--- src/rtl/traffic_pkg.sv ---
`default_nettype none
// ============================================================================
//  Module   : traffic_pkg
//  Purpose  : Shared types and constants for the intersection sequencer and
//             the time-parameter store (state enum, interval selects, lamps).
//  Options  : TRAFFIC_WALK_EN enables the pedestrian WALK phase decode.
//  Revision : 1.0  initial release
// ============================================================================
package traffic_pkg;

  // Sequencer states; code 3'd7 is unused and decodes like MAIN_GRN.
  typedef enum logic [2:0] {
    MAIN_GRN     = 3'd0,
    MAIN_GRN_EXT = 3'd1,
    MAIN_YEL     = 3'd2,
    WALK         = 3'd3,
    SIDE_GRN     = 3'd4,
    SIDE_GRN_EXT = 3'd5,
    SIDE_YEL     = 3'd6
  } state_t;

  // Interval select codes understood by the time-parameter store.
  localparam logic [1:0] SEL_BASE = 2'b00;
  localparam logic [1:0] SEL_EXT  = 2'b01;
  localparam logic [1:0] SEL_YEL  = 2'b10;

  // Lamp encodings, {red, yellow, green}.
  localparam logic [2:0] LAMP_R = 3'b100;
  localparam logic [2:0] LAMP_Y = 3'b010;
  localparam logic [2:0] LAMP_G = 3'b001;

  // Everything the sequencer drives, bundled so it can be registered as one.
  typedef struct packed {
    logic [1:0] sel;
    logic [2:0] main_lamp;
    logic [2:0] side_lamp;
    logic       walk;
  } lamp_out_t;

  // Pure decode of a state into its interval select and lamp pattern.
  function automatic lamp_out_t decode_state(input state_t s);
    lamp_out_t o;
    o.sel       = SEL_BASE;
    o.main_lamp = LAMP_G;
    o.side_lamp = LAMP_R;
    o.walk      = 1'b0;
    case (s)
      MAIN_GRN_EXT: o.sel = SEL_EXT;
      MAIN_YEL: begin
        o.sel       = SEL_YEL;
        o.main_lamp = LAMP_Y;
      end
`ifdef TRAFFIC_WALK_EN
      WALK: begin
        o.sel       = SEL_EXT;
        o.main_lamp = LAMP_R;
        o.walk      = 1'b1;
      end
`endif
      SIDE_GRN: begin
        o.main_lamp = LAMP_R;
        o.side_lamp = LAMP_G;
      end
      SIDE_GRN_EXT: begin
        o.sel       = SEL_EXT;
        o.main_lamp = LAMP_R;
        o.side_lamp = LAMP_G;
      end
      SIDE_YEL: begin
        o.sel       = SEL_YEL;
        o.main_lamp = LAMP_R;
        o.side_lamp = LAMP_Y;
      end
      default: ;
    endcase
    return o;
  endfunction

endpackage
`default_nettype wire

--- src/rtl/traffic_light_fsm_interval_counter.sv ---
`default_nettype none
// ============================================================================
//  Module   : interval_counter
//  Purpose  : Per-state interval timer. Waits LOAD_WAIT cycles for the store
//             output to settle, loads it (0 clamps to 1), then counts 1 Hz
//             ticks down and pulses expire_o on the tick that sees 1.
//  Revision : 1.0  initial release
// ============================================================================
module interval_counter #(
  parameter int LOAD_WAIT = 2
) (
  input  logic       clk,
  input  logic       rst,
  input  logic       restart_i,
  input  logic       hold_i,
  input  logic       tick_i,
  input  logic [3:0] time_val_i,
  output logic       expire_o
);

  localparam int WW = (LOAD_WAIT < 2) ? 1 : $clog2(LOAD_WAIT + 1);
  localparam logic [WW-1:0] WAIT_INIT = WW'(LOAD_WAIT);
  localparam logic [WW-1:0] WAIT_ONE  = WW'(1);

  logic          run_q, run_d;
  logic [WW-1:0] wait_q, wait_d;
  logic [3:0]    count_q, count_d;

  // Expiry only exists in RUN; a frozen store means a frozen timer.
  assign expire_o = run_q & tick_i & ~hold_i & (count_q == 4'd1);

  // Next-state: hold freezes all, restart re-enters LOAD, else LOAD/RUN step.
  always_comb begin
    run_d   = run_q;
    wait_d  = wait_q;
    count_d = count_q;
    if (!hold_i) begin
      if (restart_i) begin
        run_d   = 1'b0;
        wait_d  = WAIT_INIT;
        count_d = 4'd0;
      end else if (!run_q) begin
        if (wait_q <= WAIT_ONE) begin
          run_d   = 1'b1;
          count_d = (time_val_i == 4'd0) ? 4'd1 : time_val_i;
        end else begin
          wait_d = wait_q - WAIT_ONE;
        end
      end else if (tick_i && (count_q != 4'd0)) begin
        count_d = count_q - 4'd1;
      end
    end
  end

  // Timer registers with synchronous reset into LOAD.
  always_ff @(posedge clk) begin
    if (rst) begin
      run_q   <= 1'b0;
      wait_q  <= WAIT_INIT;
      count_q <= 4'd0;
    end else begin
      run_q   <= run_d;
      wait_q  <= wait_d;
      count_q <= count_d;
    end
  end

endmodule
`default_nettype wire

--- src/rtl/traffic_light_fsm.sv ---
`default_nettype none
// ============================================================================
//  Module   : traffic_light_fsm
//  Purpose  : Intersection sequencer. Selects the interval in the time store,
//             times it with interval_counter and sequences main/side/walk
//             lamps from the side-street sensor and the walk button.
//  Options  : TRAFFIC_WALK_EN - implements the WALK phase, the walk-request
//             latch and the walk lamp; otherwise walkRequest is ignored.
//  Revision : 1.0  initial release
// ============================================================================
module traffic_light_fsm
  import traffic_pkg::*;
#(
  parameter int LOAD_WAIT = 2
) (
  input  logic       clk,
  input  logic       globalReset,
  input  logic       oneHzEnable,
  input  logic       reprogram,
  input  logic       sensor,
  input  logic       walkRequest,
  input  logic [3:0] timeVal,
  output logic [1:0] FSMintervalSel,
  output logic [2:0] mainLight,
  output logic [2:0] sideLight,
  output logic       walk
);

  state_t    state_q, state_d;
  logic      sensor_seen_q, sensor_seen_d;
  logic      reprog_q;
  lamp_out_t out_q;

  logic w_expire;
  logic w_reprog_fall;
  logic w_restart;
  logic w_advance;
  logic w_sensor_any;
  logic w_walk_any;

  // A fall of reprogram restarts the current interval with the new value;
  // an expiry on that same cycle is discarded in favour of the restart.
  assign w_reprog_fall = reprog_q & ~reprogram;
  assign w_restart     = w_expire | w_reprog_fall;
  assign w_advance     = w_expire & ~w_reprog_fall;

  // Latch value including this cycle, so a sensor seen on the expiry cycle counts.
  assign w_sensor_any = sensor_seen_q |
                        (sensor & ((state_q == MAIN_GRN) | (state_q == SIDE_GRN)));

`ifdef TRAFFIC_WALK_EN
  logic walk_pend_q, walk_pend_d;
  assign w_walk_any = walk_pend_q | walkRequest;
`else
  logic w_unused_walk;
  assign w_walk_any    = 1'b0;
  assign w_unused_walk = walkRequest;
`endif

  interval_counter #(
    .LOAD_WAIT (LOAD_WAIT)
  ) u_interval_counter (
    .clk        (clk),
    .rst        (globalReset),
    .restart_i  (w_restart),
    .hold_i     (reprogram),
    .tick_i     (oneHzEnable),
    .time_val_i (timeVal),
    .expire_o   (w_expire)
  );

  // Next state and latch updates; transitions happen only on expiry.
  always_comb begin
    state_d       = state_q;
    sensor_seen_d = w_sensor_any;
`ifdef TRAFFIC_WALK_EN
    walk_pend_d   = w_walk_any;
`endif
    if (w_advance) begin
      case (state_q)
        MAIN_GRN_EXT: begin
          state_d       = MAIN_YEL;
          sensor_seen_d = 1'b0;
        end
        MAIN_YEL: begin
          state_d = w_walk_any ? WALK : SIDE_GRN;
`ifdef TRAFFIC_WALK_EN
          if (w_walk_any) walk_pend_d = 1'b0;
`endif
        end
`ifdef TRAFFIC_WALK_EN
        WALK: state_d = SIDE_GRN;
`endif
        SIDE_GRN: begin
          if (w_sensor_any) begin
            state_d = SIDE_GRN_EXT;
          end else begin
            state_d       = SIDE_YEL;
            sensor_seen_d = 1'b0;
          end
        end
        SIDE_GRN_EXT: begin
          state_d       = SIDE_YEL;
          sensor_seen_d = 1'b0;
        end
        SIDE_YEL: state_d = MAIN_GRN;
        default: begin
          // MAIN_GRN, plus any unused encoding, behaves as main green.
          if (w_sensor_any) begin
            state_d = MAIN_GRN_EXT;
          end else begin
            state_d       = MAIN_YEL;
            sensor_seen_d = 1'b0;
          end
        end
      endcase
    end
  end

  // State, latches and registered outputs decoded from the next state.
  always_ff @(posedge clk) begin
    if (globalReset) begin
      state_q       <= MAIN_GRN;
      sensor_seen_q <= 1'b0;
      reprog_q      <= 1'b0;
      out_q         <= decode_state(MAIN_GRN);
    end else begin
      state_q       <= state_d;
      sensor_seen_q <= sensor_seen_d;
      reprog_q      <= reprogram;
      out_q         <= decode_state(state_d);
    end
  end

`ifdef TRAFFIC_WALK_EN
  // Walk-request latch.
  always_ff @(posedge clk) begin
    if (globalReset) walk_pend_q <= 1'b0;
    else             walk_pend_q <= walk_pend_d;
  end
`endif

  assign FSMintervalSel = out_q.sel;
  assign mainLight      = out_q.main_lamp;
  assign sideLight      = out_q.side_lamp;
  assign walk           = out_q.walk;

endmodule
`default_nettype wire

--- config.mk ---
export PLATFORM = sky130hd
export DESIGN_NAME = traffic_light_fsm
export DESIGN_NICKNAME = d
export VERILOG_FILES = /design/src/rtl/traffic_pkg.sv /design/src/rtl/traffic_light_fsm_interval_counter.sv /design/src/rtl/traffic_light_fsm.sv
export SDC_FILE = /design/constraint.sdc
export NUM_CORES = 1
export LEC_CHECK = 0
export BUFFER_PORTS_ARGS = -buffer_cell sky130_fd_sc_hd__buf_4
export CORE_AREA = 2 2 65 79
export CTS_CLUSTER_DIAMETER = 120
export DETAILED_ROUTE_END_ITERATION = 8
export DIE_AREA = 0 0 67 81
export PLACE_DENSITY = 0.42
export SYNTH_ARGS = -nofsm -noshare
export SYNTH_HDL_FRONTEND = slang
export SYNTH_SLANG_ARGS = --single-unit
--- constraint.sdc ---
create_clock -name clk -period 2.25 [get_ports clk]
set_input_delay 0.225 -clock clk [delete_from_list [all_inputs] [get_ports clk]]
set_output_delay 0.225 -clock clk [all_outputs]
set_load 0.01 [all_outputs]
==> impl_metrics.toml, run 1 <==
[floorplanning]
die_x_um = 67
io_pins = 19
die_h_um = 81
core_area_um2 = 4765
rows = 28
start_util_pct = 21.82
die-area_um2 = 5427

[clock_tree]
cts_tree = "built"
numClockSinks = 20
numCtsBuffers = 3
ctsHtreeMaxLevel = 1
clkSlewWorstSetupHoldPaths_ps = 80
cts_root_buffer = "clkbuf_8"
postCtsSetupRepairBufs = 0
insertion_delay_ps = 260
ctsResizeCount = 0
clock_path_buffers = 2
cts_hold_buf = 0

[detailed_routing]
drtAntennaViolNets = 0
num_vias = 959
drc = 0
vias_per_cell = 4.795
drt-pass1-iter-count = 5
drt_wl_total_um = 2307
routedWlPerCell_um = 11.54
drt_iter0_drc = 41

[synth]
synth_top_area_cell = "dfxtp_1"
yosysSeqAreaShare_pct = 38.51
async_flop_share_pct = 0
netlist_instances = 125
synth_common_cells = "dfxtp_1, nor2_1, a21oi_1, nand2_1, o21ai_0"
ys_top_cells_by_area = "dfxtp_1, a21oi_1, nor2_1"
syn-mean-instance-area_um2 = 8.318
yosysWarnings = 0
synth_edf_count = 0
synthFlopType = "dfxtp_1"
synth_area_um2 = 1040
synth_nets = 138
yosysMostFrequentCell = "dfxtp_1"
ys_seq_elements = 20
yosys.area.top_type_share_pct = 38.51
ys_types = 43

[flow_run]
max_cap_violations = 0

[critical_path]
arrival_ps = 2070
critPathKind = "register to register"
r2r_end = "sideLight[2]$_SDFF_PP1_"
cp-start-kind = "register"
crit_fanout = 8
endpoint_kind = "register"
critPathLaunch = "u_interval_counter.count_q[0]$_SDFFE_PP0P_"
crit-reg2reg-launch = "u_interval_counter.count_q[0]$_SDFFE_PP0P_"
critPathMaxStageDelay_ps = 410
required_ps = 2400
rrSetupSlack_ps = 330
cp_slowest_cell = "dfxtp_1"
reg2reg_depth = 5
cp-endpoint = "sideLight[2]$_SDFF_PP1_"
crit_chain = "ha_1 -> nand4bb_4 -> or2_1 -> or3_1 -> a221o_1"

[cells_and_area]
num-nets-final = 154
n_fill_cell = 545
drive_gt1_share_pct = 19.29
insertedDiodeCount = 0
regArea_um2 = 400.4
area_growth_pct = 22.74
finalNonFillerCells = 200
multi_input_area_um2 = 573.1

[hold_path]
min_from = "reprogram"
hold_path_class = "primary input to register"

[timing]
finalHoldViolations = 0
setup_violations = 0
worstMarginPinSlew_ps = 499.6
max_freq_ghz = 0.5195
fin_setup_tns_ps = 0
clock-skew-final_ps = 4.563
slew_headroom_pct = 66.41
finalMaxSlewViolations = 0
rsz0062_at_grt = "false"
post-route-period-util_pct = 85.55
period_minus_slack_ps = 1925

[global_routing]
grt_max_degree = 17
grt_overflow = 0
grt_pass1_wl_um = 4057
grt_use_total_pct = 9.574
antenna_found_initial = 0
first_global_vias = 971

[power]
max-vdd-ir-drop_mv = 0.2004
power.density_nw_per_um2 = 609.9
power_leakage_uw = 0.0004873

[placed_design]
hpwl_um = 1816
place_inst = 196
place_congestion = 0.7585
numPortBuffers = 16

[run_status]
status = "finished, final reports clean"
==> worst max-delay path: cells and delay by family (launching register included) <==
family	cells	cell delay, ps
simple gates	3	840
flops	1	410
compound gates	1	320
fa+ha+maj	1	250
==> placed cells by master (no fill, tap or decap), types with 4 or more instances in the layout <==
master	synthesis	routed
inv_1	7	7
nand2_1	10	10
clkbuf_8	0	4
buf_4	1	19
nor2_1	11	11
a21oi_1	10	10
dfxtp_1	20	20
nand3_1	5	5
o21ai_0	8	8
nor3_1	6	6
==> flip-flops by register name (all words and copies together) (netlist names) <==
register	cells
FSMintervalSel	2
mainLight	3
reprog_q	1
sensor_seen_q	1
sideLight	3
state_q	3
u_interval_counter.count_q	4
u_interval_counter.run_q	1
u_interval_counter.wait_q	2
==> stage by stage <==
step | area (um^2) | utilization [%] | power, uW | setup slack, ps | hold WS, ps
floorplan | 1040 | - | 477.4 | 441.8 | 333.3
global placement | 1221 | 25.63 | 512.6 | 364.1 | 446.7
detailed placement | 1221 | 25.63 | 514.5 | 345.7 | 462.3
CTS | 1276 | 26.79 | 795.1 | 325.5 | 203.0
global route | 1276 | 26.79 | 827.3 | 228.6 | 238.6
finish | 1276 | 26.79 | 778.3 | 325.1 | 210.6
==> cells by family after synthesis <==
family / count (synthesis) / share of synthesized area [%]
other: 1 / 0.3607
buffers and inverters: 16 / 6.377
and+or+nand+nor: 44 / 23.71
adders and majority gates: 3 / 3.610
AOI/OAI and AO/OA: 40 / 26.60
xor gates and xnor gates: 1 / 0.8425
DFF: 20 / 38.51
==> report_power, final <==
group          internal, uW  switching [uW]  total, uW  leakage [uW]
sequential              369            15.4        384      0.000163
clock                   156             117        272     0.0000288
combinational          57.8            64.1        122      0.000296
total                   582             196        778      0.000487
==> per-layer routing <==
layer / track usage, % / vias to the layer above / part of all wire [%]
met5: 0 / - / 0
met1: 10.75 / 444 / 42
li1: - / 486 / -
met3: 1.662 / 4 / 3.7
met2: 17.43 / 25 / 53
met4: 4.082 / 0 / 1.3
==> final cells by class <==
type                       count  share of cell area [%]
sequential                    20                   31.37
tap                           60                   5.882
multi-input combinational     89                   44.90
clock buffer                   4                   4.314
timing repair buffer          19                   11.18
inverter                       8                   2.353
==> how the worst min path moves through the flow <==
stage | endpoint | depth (start not counted)
after CTS | reprog_q$_SDFF_PP0_ | 3
final | reprog_q$_SDFF_PP0_ | 3
after floorplan | u_interval_counter.wait_q[1]$_SDFFE_PP1P_ | 2
after global placement | u_interval_counter.wait_q[1]$_SDFFE_PP1P_ | 2
after detailed placement | u_interval_counter.wait_q[1]$_SDFFE_PP1P_ | 2
after global routing | reprog_q$_SDFF_PP0_ | 3
No activity file was read; power rests on OpenSTA's default activity.
==> inputs of run 2 (changes only) <==
--- a/config.mk
+++ b/config.mk
@@ -5,12 +5,12 @@
 export SDC_FILE = /design/constraint.sdc
 export NUM_CORES = 1
 export LEC_CHECK = 0
-export BUFFER_PORTS_ARGS = -buffer_cell sky130_fd_sc_hd__buf_4
 export CORE_AREA = 2 2 65 79
 export CTS_CLUSTER_DIAMETER = 120
 export DETAILED_ROUTE_END_ITERATION = 8
 export DIE_AREA = 0 0 67 81
-export PLACE_DENSITY = 0.42
+export DONT_BUFFER_PORTS = 1
+export PLACE_DENSITY = 0.38
 export SYNTH_ARGS = -nofsm -noshare
 export SYNTH_HDL_FRONTEND = slang
 export SYNTH_SLANG_ARGS = --single-unit
==> run 2 against run 1 <==
  * Non-clock buffer count down 15
  * Wire length about the same
  * Final cell count down 7.5%
  * Worst setup slack better by 15 ps
  * Clock power up 35%
  * Sequential power about the same
  * Cell area down 7.5%
  * First-iteration DRC count up 7.3%
  * Die area unchanged
  * Hold slack worse by 190 ps
  * Combinational power down 11%
  * Largest cell class unchanged
  * Highest routed layer unchanged
==> impl_metrics.toml, run 2 (synthesis results as in run 1) <==
[detailed_routing]
drtAntennaViolNets = 0
routedWlPerCell_um = 12.46
num_vias = 894
drc = 0
vias_per_cell = 4.832
drt_wl_total_um = 2306
drt_iter0_drc = 44
drt-pass1-iter-count = 4

[cells_and_area]
finalNonFillerCells = 185
most-common-layout-cells = "dfxtp_1, nor2_1, nand2_1, a21oi_1, o21ai_0"
multi_input_area_um2 = 573.1
largest_reg_flops = 4
postLayoutCoreUtil_pct = 24.76
final_common_cell = "dfxtp_1"
regMostFlops = "u_interval_counter.count_q"
insertedDiodeCount = 0
n_fill_cell = 543
num-nets-final = 139
drive_gt1_share_pct = 9.600
fin_area_um2 = 1180
area_growth_pct = 13.48
regArea_um2 = 400.4

[critical_path]
critPathLaunch = "u_interval_counter.count_q[0]$_SDFFE_PP0P_"
cp_slowest_cell = "dfxtp_1"
crit_fanout = 8
crit-reg2reg-launch = "u_interval_counter.count_q[0]$_SDFFE_PP0P_"
required_ps = 2410
critPathMaxStageDelay_ps = 400
arrival_ps = 2070
cp-start-kind = "register"
endpoint_kind = "register"
crit_chain = "ha_1 -> nand4bb_4 -> or2_1 -> or3_1 -> a221o_1"
critPathKind = "register to register"

[placed_design]
place_inst = 181
numPortBuffers = 0
hpwl_um = 1746
place_congestion = 0.7323
placed_area_um2 = 1109
pre_cts_ws_ps = 329.0

[timing]
finalHoldViolations = 0
finalMaxSlewViolations = 0
max_freq_ghz = 0.5237
setup_violations = 0
post-route-period-util_pct = 84.87
clock-skew-final_ps = 1.936
rsz0062_at_grt = "false"
layout_setup_ws_ps = 340.4
fin_setup_tns_ps = 0
period_minus_slack_ps = 1910

[clock_tree]
numClockSinks = 20
cts_root_buffer = "clkbuf_8"
cts_hold_buf = 0
clock_path_buffers = 2
insertion_delay_ps = 260
postCtsSetupRepairBufs = 0
ctsHtreeMaxLevel = 1
clkSlewWorstSetupHoldPaths_ps = 80
ctsResizeCount = 0
cts_tree = "built"
numCtsBuffers = 3

[run_status]
status = "finished, final reports clean"

[global_routing]
grt_max_degree = 17
grt_pass1_wl_um = 3919
grt_use_total_pct = 9.592
antenna_found_initial = 0
grt_overflow = 0
first_global_vias = 843

[flow_run]
max_cap_violations = 0

[hold_path]
min_from = "globalReset"
hold_path_class = "primary input to register"

[power]
max-vdd-ir-drop_mv = 0.2320
power_leakage_uw = 0.0004193
power.density_nw_per_um2 = 729.1

[floorplanning]
start_util_pct = 21.82
die_h_um = 81
rows = 28
core_area_um2 = 4765
die-area_um2 = 5427
io_pins = 19
die_x_um = 67
==> run 2: cell count changes in the layout (fill, tap and decap cells not counted), sizes merged <==
cell / previous run / this run
bufinv: 0 / 1
clkbuf: 4 / 3
buf: 19 / 4
==> run 2: where the power goes <==
group | internal (uW) | switching [uW]
combinational | 53.4 | 55.5
sequential | 369 | 15.5
clock | 238 | 130
total | 660 | 200
==> run 2: cell type report <==
cell class                 count  area share [%]
clock inverter                 1           2.545
tap                           60           6.363
sequential                    20           33.93
multi-input combinational     89           48.57
timing repair buffer           4           2.545
clock buffer                   3           3.499
inverter                       8           2.545
==> run 2: per-stage QoR <==
step / power (uW) / hold WS [ps]
3_3_place_gp: 502.5 / 299.4
2_1_floorplan: 477.4 / 333.3
4_1_cts: 875.4 / 13.71
6_report: 860.2 / 22.20
5_1_grt: 906.9 / 6.838
3_5_place_dp: 502.9 / 303.6
==> run 2: worst paths after layout <==
kind | to | depth (start not counted) | slack (ps)
setup / recovery | sideLight[2]$_SDFF_PP1_ | 5 | 340
hold / removal | sensor_seen_q$_SDFF_PP0_ | 1 | 20
setup reg to reg | sideLight[2]$_SDFF_PP1_ | 5 | 340
hold reg to reg | u_interval_counter.wait_q[1]$_SDFFE_PP1P_ | 2 | 470
==> run 2: routing by layer <==
layer | vias to the layer above | global-route usage, % | routed length, um
met5 | - | 0 | 0
met3 | 5 | 3.324 | 146
li1 | 452 | - | -
met1 | 415 | 11.39 | 998
met4 | 0 | 4.286 | 44
met2 | 22 | 15.45 | 1116
==> run 2: critical path: cells and delay by family, from the launching register on <==
family                   cells  cell delay [ps]
AND/OR/NAND/NOR              3              820
flip-flops                   1              400
AO/OA/AOI/OAI                1              320
adder cells (fa/ha/maj)      1              250
==> inputs of run 3 (changes only) <==
==> constraint.sdc (replaced) <==
create_clock -name clk -period 1.82 [get_ports clk]
set_input_delay 0.182 -clock clk [delete_from_list [all_inputs] [get_ports clk]]
set_output_delay 0.182 -clock clk [all_outputs]
set_load 0.01 [all_outputs]
==> run 3 against run 2 <==
  * Sequential power up 23%
  * Clock-buffer cell count unchanged
  * Wire length up 5.3%
  * Core utilization up 1.9 points
  * Power up 25%
  * Hold slack better by 9.9 ps
  * Sequential share of layout area down 2.4 points
  * Cell area up 7.6%
  * Worst setup slack worse by 240 ps
  * Global-route usage up 0.43 points
  * Maximum frequency up 11%
  * Critical path type unchanged
  * Largest cell class unchanged
==> impl_metrics.toml, run 3 (synthesis results as in run 1) <==
[run_status]
status = "finished, final reports clean"

[critical_path]
required_ps = 1970
reg2reg_depth = 4
endpoint_kind = "register"
path_buf_inv = 0
critPathMaxStageDelay_ps = 400
crit_chain = "or3b_4 -> or2_1 -> or3_1 -> a221o_1"
crit-reg2reg-launch = "u_interval_counter.count_q[2]$_SDFFE_PP0P_"
cp_slowest_cell = "or3b_4"
critical-path-top-delay-family = "simple AND/OR/NAND/NOR gates"
rrSetupSlack_ps = 100
crit_fanout = 4
arrival_ps = 1870
cp-start-kind = "register"
critPathKind = "register to register"
r2r_end = "sideLight[2]$_SDFF_PP1_"

[floorplanning]
die_x_um = 67
die-area_um2 = 5427
rows = 28
start_util_pct = 21.82
core_area_um2 = 4765
io_pins = 19
die_h_um = 81

[clock_tree]
clkSlewWorstSetupHoldPaths_ps = 80
insertion_delay_ps = 250
clock_path_buffers = 2
numCtsBuffers = 3
ctsHtreeMaxLevel = 1
numClockSinks = 20
cts_root_buffer = "clkbuf_8"
cts_tree = "built"

[timing]
finalMaxSlewViolations = 0
clock-skew-final_ps = 2.584
setup_violations = 0
max_freq_ghz = 0.5825
post-route-period-util_pct = 94.33
rsz0062_at_grt = "false"
period_minus_slack_ps = 1717
finalHoldViolations = 0
fin_setup_tns_ps = 0

[cells_and_area]
area_growth_pct = 22.14
num-nets-final = 149
most-common-layout-cells = "dfxtp_1, buf_4, nor2_1"
final_common_cell = "dfxtp_1"
insertedDiodeCount = 0
regMostFlops = "u_interval_counter.count_q"
largest_reg_flops = 4
finalNonFillerCells = 195
drive_gt1_share_pct = 17.04

[hold_path]
hold_path_end = "sideLight[2]$_SDFF_PP1_"
hold_path_class = "primary input to register"
hold_depth = 1
min_from = "globalReset"

[global_routing]
grt_use_total_pct = 10.02
antenna_found_initial = 0
first_global_vias = 919
grt_max_degree = 13
grt_overflow = 0
grt_pass1_wl_um = 4181

[detailed_routing]
num_vias = 932
drtAntennaViolNets = 0
drt-pass1-iter-count = 4
drc = 0
drt_iter0_drc = 60
vias_per_cell = 4.779
routedWlPerCell_um = 12.45
drt_wl_total_um = 2428

[power]
max-vdd-ir-drop_mv = 0.2563
power.density_nw_per_um2 = 846.6
power_leakage_uw = 0.0004688

[flow_run]
max_cap_violations = 0

[placed_design]
numPortBuffers = 0
place_inst = 190
place_congestion = 0.7470
hpwl_um = 1860
run 3: cell count changes in the layout (fill, tap and decap cells not counted), sizes merged:
cell | previous run | this run
buf | 4 | 13
dlygate4sd3 | 0 | 1
run 3: final cells by class:
cell class / count / area [um^2]
inverters: 8 / 30.03
fillers: 551 / 3495
well taps: 60 / 75.07
clock inverters: 1 / 30.03
flip-flops and latches: 20 / 400.4
repair buffers: 14 / 107.6
clock buffers: 3 / 41.29
multi-input cells: 89 / 585.6
run 3: per-layer routing:
layer,vias up,global-route usage (%),share of wire (%)
met5,-,0,0
met4,0,3.061,0.78
met3,2,2.355,4.7
met2,17,17.82,50
met1,435,11.74,45
li1,478,-,-
run 3: worst max-delay path by stage:
stage                                                from                      end  slack [ps]  depth (start not counted)
3_5_place_dp   u_interval_counter.count_q[1]$_SDFFE_PP0P_  sideLight[2]$_SDFF_PP1_          40                          6
4_1_cts        u_interval_counter.count_q[1]$_SDFFE_PP0P_  sideLight[2]$_SDFF_PP1_          30                          6
6_report       u_interval_counter.count_q[2]$_SDFFE_PP0P_  sideLight[2]$_SDFF_PP1_         100                          4
2_1_floorplan  u_interval_counter.count_q[0]$_SDFFE_PP0P_  sideLight[2]$_SDFF_PP1_          10                          6
5_1_grt        u_interval_counter.count_q[2]$_SDFFE_PP0P_    state_q[2]$_SDFF_PP0_          20                          5
3_3_place_gp   u_interval_counter.count_q[1]$_SDFFE_PP0P_  sideLight[2]$_SDFF_PP1_          70                          6
run 3: metrics by stage:
stage,worst slack [ps],utilization (%),hold WS [ps],power [uW],area (um^2)
global placement,67.85,24.68,258.0,631.6,1176
finish,103.1,26.65,32.10,1075,1270
global route,19.89,26.65,14.90,1142,1270
floorplan,11.76,-,290.3,590.2,1040
CTS,32.25,26.39,18.82,1094,1257
detailed placement,40.36,24.68,257.1,634.1,1176
run 3: timing repair:
item | in CTS | in global routing
setup endpoints to repair | 0 | 5
endpoints found under the hold margin | 6 | 0
gates resized for setup | 0 | 3
hold buffers | 1 | 0
buffers inserted | 0 | 0
run 3: where the power goes:
part	switching (uW)	internal (uW)	total, uW
combinational	78.1	80.1	158
sequential	16.8	456	473
clock	151	293	444
